`src/rtl/tri_job_sched.sv`:
```
// tri_job_sched: round-robin scheduler sharing one triangle rasterizer engine.
// A granted requester's three vertices are streamed to the engine over three
// load cycles. The emitted pixels are then counted until busy falls or a
// watchdog expires. Completion is reported with id, count and error flag.
module tri_job_sched #(
    parameter int unsigned NUM_REQ   = 4,
    parameter int unsigned IDW       = 2,
    parameter int unsigned TIMEOUT   = 255,
    parameter int unsigned BUSY_WAIT = 4
) (
    input  logic                    clk,
    input  logic                    reset,
    input  logic [NUM_REQ-1:0]      req,
    input  logic [18*NUM_REQ-1:0]   req_vtx,
    output logic [NUM_REQ-1:0]      req_ack,
    output logic                    eng_nt,
    output logic [2:0]              eng_xi,
    output logic [2:0]              eng_yi,
    input  logic                    eng_busy,
    input  logic                    eng_po,
    output logic                    sched_busy,
    output logic                    done,
    output logic [IDW-1:0]          done_id,
    output logic [6:0]              done_cnt,
    output logic                    done_err
);

    localparam int unsigned VTXW    = 18;
    localparam int unsigned CNTW    = 7;
    localparam int unsigned PIX_MAX = 64;
    localparam int unsigned WD_MAX  = (TIMEOUT > BUSY_WAIT) ? TIMEOUT : BUSY_WAIT;
    localparam int unsigned WDW     = $clog2(WD_MAX + 1);

    localparam logic [2:0] S_IDLE      = 3'd0;
    localparam logic [2:0] S_LOAD1     = 3'd1;
    localparam logic [2:0] S_LOAD2     = 3'd2;
    localparam logic [2:0] S_LOAD3     = 3'd3;
    localparam logic [2:0] S_WAIT_BUSY = 3'd4;
    localparam logic [2:0] S_RUN       = 3'd5;
    localparam logic [2:0] S_DONE      = 3'd6;

    logic [2:0]         state_q, state_d;
    logic [IDW-1:0]     rr_q, rr_d;
    logic [IDW-1:0]     id_q, id_d;
    logic [VTXW-1:0]    vtx_q, vtx_d;
    logic [CNTW-1:0]    pix_q, pix_d;
    logic [WDW-1:0]     wd_q, wd_d;

    logic [NUM_REQ-1:0] ack_q, ack_d;
    logic               nt_q, nt_d;
    logic [2:0]         xi_q, xi_d;
    logic [2:0]         yi_q, yi_d;
    logic               sbusy_q, sbusy_d;
    logic               done_q, done_d;
    logic [IDW-1:0]     done_id_q, done_id_d;
    logic [CNTW-1:0]    done_cnt_q, done_cnt_d;
    logic               done_err_q, done_err_d;

    logic               gnt_vld;
    logic [IDW-1:0]     gnt_id;
    logic [VTXW-1:0]    gnt_vtx;
    int unsigned        cand;
    logic [CNTW-1:0]    pix_po;

    // Round-robin pick: first set request searching upward from rr+1, wrapping.
    always_comb begin
        gnt_vld = 1'b0;
        gnt_id  = '0;
        gnt_vtx = '0;
        cand    = 0;
        for (int unsigned i = 1; i <= NUM_REQ; i++) begin
            cand = (32'(rr_q) + i) % NUM_REQ;
            if (!gnt_vld && req[cand]) begin
                gnt_vld = 1'b1;
                gnt_id  = IDW'(cand);
                gnt_vtx = req_vtx[cand*VTXW +: VTXW];
            end
        end
    end

    // Next-state and registered-output logic.
    always_comb begin
        state_d    = state_q;
        rr_d       = rr_q;
        id_d       = id_q;
        vtx_d      = vtx_q;
        pix_d      = pix_q;
        wd_d       = wd_q;
        ack_d      = '0;
        nt_d       = 1'b0;
        xi_d       = xi_q;
        yi_d       = yi_q;
        done_d     = 1'b0;
        done_id_d  = done_id_q;
        done_cnt_d = done_cnt_q;
        done_err_d = done_err_q;

        // Pixel count including this cycle's po, saturating at 64.
        pix_po = (eng_po && (pix_q != CNTW'(PIX_MAX))) ? pix_q + CNTW'(1) : pix_q;

        case (state_q)
            S_IDLE: begin
                if (gnt_vld) begin
                    rr_d    = gnt_id;
                    id_d    = gnt_id;
                    vtx_d   = gnt_vtx;
                    ack_d   = NUM_REQ'(1) << gnt_id;
                    nt_d    = 1'b1;
                    xi_d    = gnt_vtx[17:15];
                    yi_d    = gnt_vtx[14:12];
                    pix_d   = '0;
                    wd_d    = '0;
                    state_d = S_LOAD1;
                end
            end
            S_LOAD1: begin
                xi_d    = vtx_q[11:9];
                yi_d    = vtx_q[8:6];
                state_d = S_LOAD2;
            end
            S_LOAD2: begin
                xi_d    = vtx_q[5:3];
                yi_d    = vtx_q[2:0];
                state_d = S_LOAD3;
            end
            S_LOAD3: begin
                wd_d    = '0;
                state_d = S_WAIT_BUSY;
            end
            S_WAIT_BUSY: begin
                if (eng_busy) begin
                    wd_d    = '0;
                    pix_d   = pix_po;
                    state_d = S_RUN;
                end else if (wd_q == WDW'(BUSY_WAIT - 1)) begin
                    done_d     = 1'b1;
                    done_id_d  = id_q;
                    done_cnt_d = '0;
                    done_err_d = 1'b1;
                    state_d    = S_DONE;
                end else begin
                    wd_d = wd_q + WDW'(1);
                end
            end
            S_RUN: begin
                pix_d = pix_po;
                if (!eng_busy) begin
                    done_d     = 1'b1;
                    done_id_d  = id_q;
                    done_cnt_d = pix_po;
                    done_err_d = 1'b0;
                    state_d    = S_DONE;
                end else if (wd_q == WDW'(TIMEOUT - 1)) begin
                    done_d     = 1'b1;
                    done_id_d  = id_q;
                    done_cnt_d = pix_po;
                    done_err_d = 1'b1;
                    state_d    = S_DONE;
                end else begin
                    wd_d = wd_q + WDW'(1);
                end
            end
            S_DONE: begin
                pix_d   = '0;
                wd_d    = '0;
                state_d = S_IDLE;
            end
            default: begin
                state_d = S_IDLE;
            end
        endcase

        sbusy_d = (state_d != S_IDLE);
    end

    // State and output registers with synchronous reset.
    always_ff @(posedge clk) begin
        if (reset) begin
            state_q    <= S_IDLE;
            rr_q       <= IDW'(NUM_REQ - 1);
            id_q       <= '0;
            vtx_q      <= '0;
            pix_q      <= '0;
            wd_q       <= '0;
            ack_q      <= '0;
            nt_q       <= 1'b0;
            xi_q       <= '0;
            yi_q       <= '0;
            sbusy_q    <= 1'b0;
            done_q     <= 1'b0;
            done_id_q  <= '0;
            done_cnt_q <= '0;
            done_err_q <= 1'b0;
        end else begin
            state_q    <= state_d;
            rr_q       <= rr_d;
            id_q       <= id_d;
            vtx_q      <= vtx_d;
            pix_q      <= pix_d;
            wd_q       <= wd_d;
            ack_q      <= ack_d;
            nt_q       <= nt_d;
            xi_q       <= xi_d;
            yi_q       <= yi_d;
            sbusy_q    <= sbusy_d;
            done_q     <= done_d;
            done_id_q  <= done_id_d;
            done_cnt_q <= done_cnt_d;
            done_err_q <= done_err_d;
        end
    end

    assign req_ack    = ack_q;
    assign eng_nt     = nt_q;
    assign eng_xi     = xi_q;
    assign eng_yi     = yi_q;
    assign sched_busy = sbusy_q;
    assign done       = done_q;
    assign done_id    = done_id_q;
    assign done_cnt   = done_cnt_q;
    assign done_err   = done_err_q;

endmodule

```
`config.mk`:
```
export PLATFORM = sky130hd
export DESIGN_NAME = tri_job_sched
export DESIGN_NICKNAME = d
export VERILOG_FILES = /design/src/rtl/tri_job_sched.sv
export SDC_FILE = /design/constraint.sdc
export NUM_CORES = 1
export LEC_CHECK = 0
export BUFFER_PORTS_ARGS = -buffer_cell sky130_fd_sc_hd__buf_4
export CAP_MARGIN = 20
export CORE_ASPECT_RATIO = 1.2
export CORE_UTILIZATION = 40
export CTS_CLUSTER_SIZE = 16
export DETAILED_ROUTE_END_ITERATION = 16
export PLACE_DENSITY = 0.73
export SYNTH_ARGS = -nofsm -noshare
export SYNTH_HDL_FRONTEND = slang
export SYNTH_SLANG_ARGS = --single-unit
```
`constraint.sdc`:
```
create_clock -name clk -period 1.95 [get_ports clk]
set_input_delay 0.195 -clock clk [delete_from_list [all_inputs] [get_ports clk]]
set_output_delay 0.195 -clock clk [all_outputs]
set_load 0.05 [all_outputs]
```
# == After elaboration in Yosys (flattened, before gate mapping) ==
# Cells that the tools add are included.
# totals
reg_bits,57
inputBits,80
out_inout_bits,23
# classes
addsub,6
mul,4
order_cmp,4
n_eq_ne,17
n_shift,5
n_mux,61
n_bitwise,2
reduce_logical,21
# op_table
op,n
72-bit by 8-bit indexed part select with 18-bit output,4
18-bit 2-to-1 mux,4
7-bit 2-to-1 mux,7
8-bit 2-to-1 mux,5
8-bit case mux with 4 select lines,1
7-bit case mux with 4 select lines,1
"2-bit by 4-bit multiplier with 6-bit output, second input constant",4
3-bit 2-to-1 mux,7
3-bit case mux with 3 select lines,2
3-bit case mux with 6 select lines,1
1-bit 2-to-1 mux,17
2-bit 2-to-1 mux,8
7-bit case mux with 2 select lines,1
"2-bit by 3-bit < comparator with 1-bit output, second input constant",4
"2-bit != test, second input constant",6
"3-bit equality test, second input constant",3
"8-bit by 1-bit adder with 8-bit output, second input constant",1
1-bit binary-select mux with 2-bit select,4
"8-bit by 2-bit equality test with 1-bit output, second input constant",1
"8-bit equality test, second input constant",1
4-bit nonzero test,2
"7-bit by 1-bit adder with 7-bit output, second input constant",1
"7-bit != test, second input constant",1
"3-bit by 2-bit equality test with 1-bit output, second input constant",2
other kinds (19),32

# == Depth between registers and ports, before layout ==
# Gate-level depths: netlist (run 1).
# logic_depth
ltp_word,16
depth_mapped,9

# == Worst setup path before layout (run 1) ==
# OpenSTA, ideal clock, no wires.
# synth_timing
path_kind,register to register
from,register rr_q[0]
to,register vtx_q[10]
setup_time_ns,0.132
t_arrival_ns,1.780
required_time_ns,1.818
slack_ns,0.038
path_stages_with_launch,9
path_cell_list,dfxtp_1 buf_6 buf_2 buf_4 buf_2 mux2i_1 nor3_1 o41ai_1 a21oi_1
# synth_via
elab_chain_cells,14
elab_cells_between_ends,35
cone_classes,add/sub: 4; mul: 4; shift: 4; mux: 16; reduce/logical: 7
# synth_rtl
item,line_no,source
from (decl),43,"logic [IDW-1:0] rr_q, rr_d;"
from (signal assigned),180,rr_q <= IDW'(NUM_REQ - 1);
from (signal assigned),196,rr_q <= rr_d;
"parallel branches: the longest is 14 deep, another holds 2-bit by 4-bit multiplier with 6-bit output",n/a,
to (signal assigned),198,vtx_q <= vtx_d;
to (decl),45,"logic [VTXW-1:0] vtx_q, vtx_d;"
# Parallel ways; which one is timed is not known. The select of a mux whose other input is x is not followed.
# A chain may end at the register's enable or synchronous reset.

# == Worst setup path in the final report (run 1) ==
# layout_timing
from,register rr_q[0]
to,register vtx_q[8]
# The elaborated chain is that of the path after synthesis.

==> summary.log, run 1 <==
[yosys] top post-synthesis cells by count sky130_fd_sc_hd__mux2i_1 (71), sky130_fd_sc_hd__nor2_1 (58), sky130_fd_sc_hd__dfxtp_1 (57)
[critical_path] cells traversed along the worst timing path mux2_2, a221oi_4, buf_6, clkbuf_4, o22ai_1, a2111oi_4, a211oi_1
[sta] setup-violating endpoint count in the final report 0
[cts] hold buffers post-CTS 0
[min_path] path class of the lowest-slack min-delay path in2reg
[sta] worst-margin pin slew 0.699 ns
[run_status] run status finished with violations
[cts] clock tree buffer depth 2
[global_routing] global-route wire length before repair 22.0 mm
[yosys] number of different library cells in the post-synthesis netlist 68
[yosys] top-count cell post-synth sky130_fd_sc_hd__mux2i_1
[yosys] part of the Yosys area used for sequential elements 25.4%
[detailed_routing] Detailed Route Iter0 Violations 285
[cells_and_area] fraction of final layout cells sized beyond drive strength 1 37.3%
[cts] insertion delay to the later sink of the worst-skew pair 0.33 ns
[floorplan] die span in y 118 um
[sta] setup slack after layout 0.000191 ns
[cts] number of levels in the clock H-tree 3
[cts] total clock buffers created by CTS 9
[critical_path] Max FO, Critical Path 6
[power] Worst IR Drop VDD 0.000432 V
[floorplan] Site Rows 42
[power] leakage power total 2.82 nW
[detailed_routing] vias per cell 5.95
[placed_design] detailed placer's ending HPWL 10.3 mm
[sta] Worst Clk Skew 0.00693 ns
[global_routing] via count of the first global-routing pass 4790
[sta] highest achievable clock rate 513 MHz
[yosys] number of flops mapped to enable cells by yosys 0
[placed_design] weighted congestion reported at the end of routability-driven placement 0.820
[floorplan] placeable core region 0.0110 mm2
[cts] root buffer cell sky130_fd_sc_hd__clkbuf_16
[detailed_routing] via total after detailed routing 4899
[yosys] syn nets 630
[detailed_routing] DRC 1
[critical_path] CP required 2.15 ns
[global_routing] number of antenna violations at the first check in global routing 0
[detailed_routing] total iterations of the first detailed-routing run 12
[cells_and_area] Final Net Count 770
[global_routing] maximum number of pins on one net before global-route repair 38
[yosys] synth warn 0
[critical_path] data arrival time of the critical path 2.15 ns
[yosys] most area-consuming cells after synthesis sky130_fd_sc_hd__dfxtp_1 (25%), sky130_fd_sc_hd__mux2i_1 (16%), sky130_fd_sc_hd__nor2_1 (4.9%)
[yosys] library cell occupying the most area in the post-synthesis netlist sky130_fd_sc_hd__dfxtp_1
[cells_and_area] Diodes inserted 0
[run_status] violated checks DRC
[global_routing] leftover overflow at the end of global routing 0
[sta] Final Hold Vio Count 0
[cells_and_area] area growth from synthesis to layout 43.8%
[global_routing] GRT Overall Usage 23.1%
[yosys] fraction of registers with async set/reset 0%
[placed_design] Area after DPL 0.00572 mm2
[critical_path] largest stage delay on the critical path 0.38 ns
[critical_path] critical-path cell with the highest stage delay sky130_fd_sc_hd__dfxtp_4
[power] Power Dens Cells 841 mW/mm2
[cells_and_area] Layout Cells excl Fill 823
[detailed_routing] wire length per cell after detailed routing 17.0 um
[yosys] top flip-flop cell by instance count after synthesis sky130_fd_sc_hd__dfxtp_1
[cells_and_area] end-of-flow core utilization 58.7%
[floorplan] Initial Util 40.9%
[sta] post-route fraction of the period consumed by the critical path 100%
[yosys] Post-Synthesis Cell Area 0.00449 mm2
[placed_design] Setup Slack @ Placement -0.223 ns
[floorplan] I/O pin total 103
[job] max-capacitance violation count 0
[cts] clock-pin slew on the worst setup and hold paths 0.05 ns
[sta] headroom to the max-slew limit 53.1%
[sta] final hold slack 0.172 ns
[critical_path] category of the worst setup path capture point flip-flop
[critical_path] Critical Setup Path Class reg2reg
[sta] Min Clock Period, post-route 1.95 ns
[cts] count of clock tree sinks 57
[cells_and_area] number of fill cells 937
[placed_design] Port Buf Inserts 102
[critical_path] setup slack of the worst register-to-register path 0.0002 ns
[cts] CTS tree done
[detailed_routing] drt total wl 14.0 mm
[yosys] Synth Instances 546
[critical_path] startpoint types flip-flop
[yosys] post-synth top area share 25.4%
[sta] setup repair after global routing missed its margin true
[sta] number of max-slew violations in the final report 0
[placed_design] # placed instances 794
[yosys] mean cell area of the mapped netlist 8.22 um2
[floorplan] DIE AREA 0.0116 mm2
[yosys] count of state elements after synthesis 57
[cells_and_area] post-route design area 0.00645 mm2
[detailed_routing] number of nets with antenna violations after routing 0
[floorplan] Die X-Extent 98.7 um
registers in the layout, indices dropped and copies added (netlist names):
| register | cells |
|---|---|
| vtx_q | 12 |
| wd_q | 8 |
| done_cnt | 7 |
| pix_q | 7 |
| req_ack | 4 |
| eng_xi | 3 |
| eng_yi | 3 |
| state_q | 3 |
| done_id | 2 |
| id_q | 2 |
| rr_q | 2 |
| done | 1 |
| done_err | 1 |
| eng_nt | 1 |
| sched_busy | 1 |
worst max-delay path: cells and delay by family, from the launching register on:
family	cells	cell delay, ns
buf+inv	2	0.34
compound gates	4	0.74
mux	1	0.37
flops	1	0.38
layout by cell type (no fill, tap or decap), drive strengths merged, types with 3 or more instances in the layout:
master	n
and2	7
mux2i	71
o31ai	12
a31oi	5
xnor2	7
clkbuf	14
mux2	10
o41ai	4
nand2b	9
nand4	4
o22ai	26
nand3	9
o22a	6
or4	5
clkinv	4
nor3	21
nor2b	4
dfxtp	57
or3b	3
o21ai	26
ha	4
or3	4
a21oi	38
a2111oi	10
nor2	58
buf	171
nor3b	4
a211oi	20
nand2	27
inv	9
o311ai	5
stage by stage:
step	total power, mW	setup TNS [ns]
after floorplan	2.81	0
after global placement	3.47	-0.662
after detailed placement	3.53	-0.892
after CTS	5.19	-0.00329
after global routing	5.66	-0.348
final	5.42	0
timing repair:
item | CTS | global route
cloned | 1 | 2
gates resized for setup | 11 | 51
pin swaps | 4 | 21
setup endpoints to repair | 12 | 24
setup buffers | 2 | 8
path summary, 6_finish.rpt:
check / startpoint / end / depth (start not counted)
worst min register to register: done_id[1] / done_id[1] / 2
worst min-delay path: reset / vtx_q[1] / 2
worst max register to register: rr_q[0] / vtx_q[8] / 7
worst max-delay path: rr_q[0] / vtx_q[8] / 7
final cells by class:
type / instances / area (um2) / area share, %
Inverter: 11 / 41.3 / 0.640
Timing Repair Buffer: 173 / 1450 / 22.5
Sequential cell: 57 / 1150 / 17.8
Clock inverter: 3 / 40.0 / 0.621
Multi-Input combinational cell: 434 / 3340 / 51.8
Clock buffer: 13 / 260 / 4.03
Tap cell: 132 / 165 / 2.56
power breakdown:
part	switching, mW	internal [mW]	total, mW
sequential	0.0873	1.29	1.38
combinational	1.29	1.17	2.46
clock	0.525	1.05	1.58
logic make-up after synthesis:
logic type	share of synthesized area, %
flip-flops	25.4
adder cells (fa/ha/maj)	1.12
buffers and inverters	6.00
AND/OR/NAND/NOR	20.0
XOR/XNOR	1.37
multiplexers	18.9
AO/OA/AOI/OAI	27.2
per-layer routing:
metal	global-route usage (%)	wire, um
met5	0	0
met4	9.98	382
met3	3.68	788
met2	40.7	7190
met1	27.4	5600
Note: power is estimated with default switching activity, not from simulation.
==> run 2: changes to the inputs <==
PLACE_DENSITY = 0.64   (was 0.73)
==> summary.log, run 2 (synthesized netlist as in run 1, its figures left out) <==
[cells_and_area] fraction of final layout cells sized beyond drive strength 1 39.0% [+1.7 points]
[floorplan] Site Rows 42 [unchanged]
[power] Worst IR Drop VDD 0.000456 V [+5.5%]
[power] leakage power total 2.84 nW [+0.50%]
[run_status] violated checks DRC
[detailed_routing] Detailed Route Iter0 Violations 253 [-11%]
[detailed_routing] DRC 1 [unchanged]
[critical_path] RR Startpoint rr_q[1]
[cells_and_area] post-route design area 0.00642 mm2 [-0.41%]
[critical_path] startpoint types flip-flop
[sta] headroom to the max-slew limit 59.7% [+6.6 points]
[floorplan] DIE AREA 0.0116 mm2 [unchanged]
[cts] clock-pin slew on the worst setup and hold paths 0.05 ns [about the same]
[cts] CTS tree done
[sta] highest achievable clock rate 523 MHz [+2.1%]
[cts] total clock buffers created by CTS 9 [unchanged]
[placed_design] Area after DPL 0.00569 mm2 [-0.48%]
[placed_design] Setup Slack @ Placement -0.154 ns [+0.0693 ns]
[cells_and_area] commonest non-fill, non-tap cells in the layout sky130_fd_sc_hd__buf_4 (151), sky130_fd_sc_hd__mux2i_1 (62), sky130_fd_sc_hd__nor2_1 (58)
[cells_and_area] Diodes inserted 0 [unchanged]
[sta] Final Hold Vio Count 0 [unchanged]
[floorplan] placeable core region 0.0110 mm2 [unchanged]
[sta] final hold slack 0.187 ns [+0.0155 ns]
[global_routing] via count of the first global-routing pass 4651 [-2.9%]
[detailed_routing] via total after detailed routing 4775 [-2.5%]
[sta] setup slack after layout 0.0395 ns [+0.0393 ns]
[global_routing] leftover overflow at the end of global routing 0 [unchanged]
[cells_and_area] Reg with most FFs vtx_q
[sta] post-route fraction of the period consumed by the critical path 98.0% [-2.0 points]
[critical_path] CP required 2.15 ns [about the same]
[cts] number of levels in the clock H-tree 3 [unchanged]
[detailed_routing] total iterations of the first detailed-routing run 13 [+1]
[cells_and_area] area growth from synthesis to layout 43.2%
[critical_path] Critical path origin rr_q[1]
[sta] worst-margin pin slew 0.597 ns [-0.102 ns]
[floorplan] die span in y 118 um [unchanged]
[cells_and_area] largest registers vtx_q (12), wd_q (8)
[cells_and_area] number of flip-flops in the largest register 12 [unchanged]
[critical_path] Max FO, Critical Path 6 [unchanged]
[min_path] Hold Startpoint reset
[detailed_routing] drt total wl 13.9 mm [-0.74%]
[sta] Min Clock Period, post-route 1.91 ns [-0.0393 ns]
[placed_design] weighted congestion reported at the end of routability-driven placement 0.830 [+1.1%]
[placed_design] Port Buf Inserts 102 [unchanged]
[job] max-capacitance violation count 0 [unchanged]
[global_routing] global-route wire length before repair 22.0 mm [+0.16%]
[sta] number of max-slew violations in the final report 0 [unchanged]
[global_routing] number of antenna violations at the first check in global routing 0 [unchanged]
[global_routing] maximum number of pins on one net before global-route repair 34 [-11%]
[detailed_routing] wire length per cell after detailed routing 17.0 um [+0.11%]
[detailed_routing] vias per cell 5.85 [-1.7%]
[min_path] path class of the lowest-slack min-delay path in2reg
[cts] insertion delay to the later sink of the worst-skew pair 0.33 ns [about the same]
[cts] count of clock tree sinks 57 [unchanged]
[detailed_routing] number of nets with antenna violations after routing 0 [unchanged]
[floorplan] Initial Util 40.9% [unchanged]
[placed_design] # placed instances 792 [-0.25%]
[run_status] run status finished with violations
[critical_path] data arrival time of the critical path 2.11 ns [-0.04 ns]
[sta] Worst Clk Skew 0.00587 ns [-0.00106 ns]
[sta] setup repair after global routing missed its margin true
[cts] root buffer cell sky130_fd_sc_hd__clkbuf_16
[cells_and_area] Layout Cells excl Fill 816 [-0.85%]
[placed_design] detailed placer's ending HPWL 10.0 mm [-2.3%]
[cts] clock tree buffer depth 2 [unchanged]
[cells_and_area] Final Net Count 764 [-0.78%]
[cells_and_area] most common cell after layout, fill and taps aside sky130_fd_sc_hd__buf_4
[cts] hold buffers post-CTS 0 [unchanged]
[sta] setup-violating endpoint count in the final report 0 [unchanged]
[global_routing] GRT Overall Usage 23.1% [+0.072 points]
[cells_and_area] end-of-flow core utilization 58.5% [-0.24 points]
[critical_path] Critical Setup Path Class reg2reg
[critical_path] category of the worst setup path capture point flip-flop
[power] Power Dens Cells 821 mW/mm2 [-2.3%]
[floorplan] Die X-Extent 98.7 um [unchanged]
[floorplan] I/O pin total 103 [unchanged]
run 2: changes by cell type in the layout (fill, tap and decap cells not counted), moves of 4 or more:
cell / delta
sky130_fd_sc_hd__o22ai_1: -7
sky130_fd_sc_hd__buf_6: -4
sky130_fd_sc_hd__a2111oi_2: +4
sky130_fd_sc_hd__buf_4: -4
sky130_fd_sc_hd__o22ai_2: +7
sky130_fd_sc_hd__a2111oi_4: -4
sky130_fd_sc_hd__mux2i_1: +4
run 2: path summary, 6_finish.rpt:
| path | cells after the start | to | slack (ns) |
|---|---|---|---|
| setup / recovery | 6 | vtx_q[10] | 0.04 |
| hold / removal | 2 | wd_q[0] | 0.19 |
| setup reg to reg | 6 | vtx_q[10] | 0.04 |
| hold reg to reg | 2 | id_q[1] | 0.46 |
run 2: metal layers:
layer	GRT usage, %	routed length [um]	vias up
li1	-	-	2349
met1	27.8	5840	2239
met2	41.0	7130	158
met3	3.33	527	29
met4	9.42	365	0
met5	0	0	-
run 2: area by class of cell:
type / instances / area, um2
Fill cell: 980 / 4560
Multi-Input combinational cell: 434 / 3380
Timing Repair Buffer: 167 / 1420
Sequential cell: 57 / 1150
Tap cell: 132 / 165
Clock buffer: 12 / 258
Clock inverter: 3 / 15.0
Inverter: 11 / 41.3
run 2: metrics by stage:
step                      setup TNS [ns]  total power, mW
final                                  0             5.28
after CTS                              0             5.02
after global routing              -0.183             5.53
after floorplan                        0             2.81
after detailed placement          -0.586             3.49
after global placement            -0.247             3.44
run 2: where the power goes:
group          internal (mW)  switching (mW)  leakage, nW
Clock                  0.922           0.535        0.137
Sequential              1.29          0.0948        0.467
Combinational           1.14            1.29         2.23
run 2: what timing repair did:
item / 4_1_cts / 5_1_grt
endpoints found under the setup margin: 16 / 23
buffers inserted: 0 / 6
cloned: 1 / 2
pin swaps: 0 / 28
gates resized for setup: 13 / 60
run 2: critical path, cell delays in order, from the launching register on:
cell and delay (ns):
sky130_fd_sc_hd__dfxtp_2 0.36, sky130_fd_sc_hd__buf_12 0.12, sky130_fd_sc_hd__mux4_2 0.51, sky130_fd_sc_hd__or3b_4 0.26
sky130_fd_sc_hd__o31ai_4 0.07, sky130_fd_sc_hd__o41ai_4 0.40, sky130_fd_sc_hd__a21oi_2 0.08
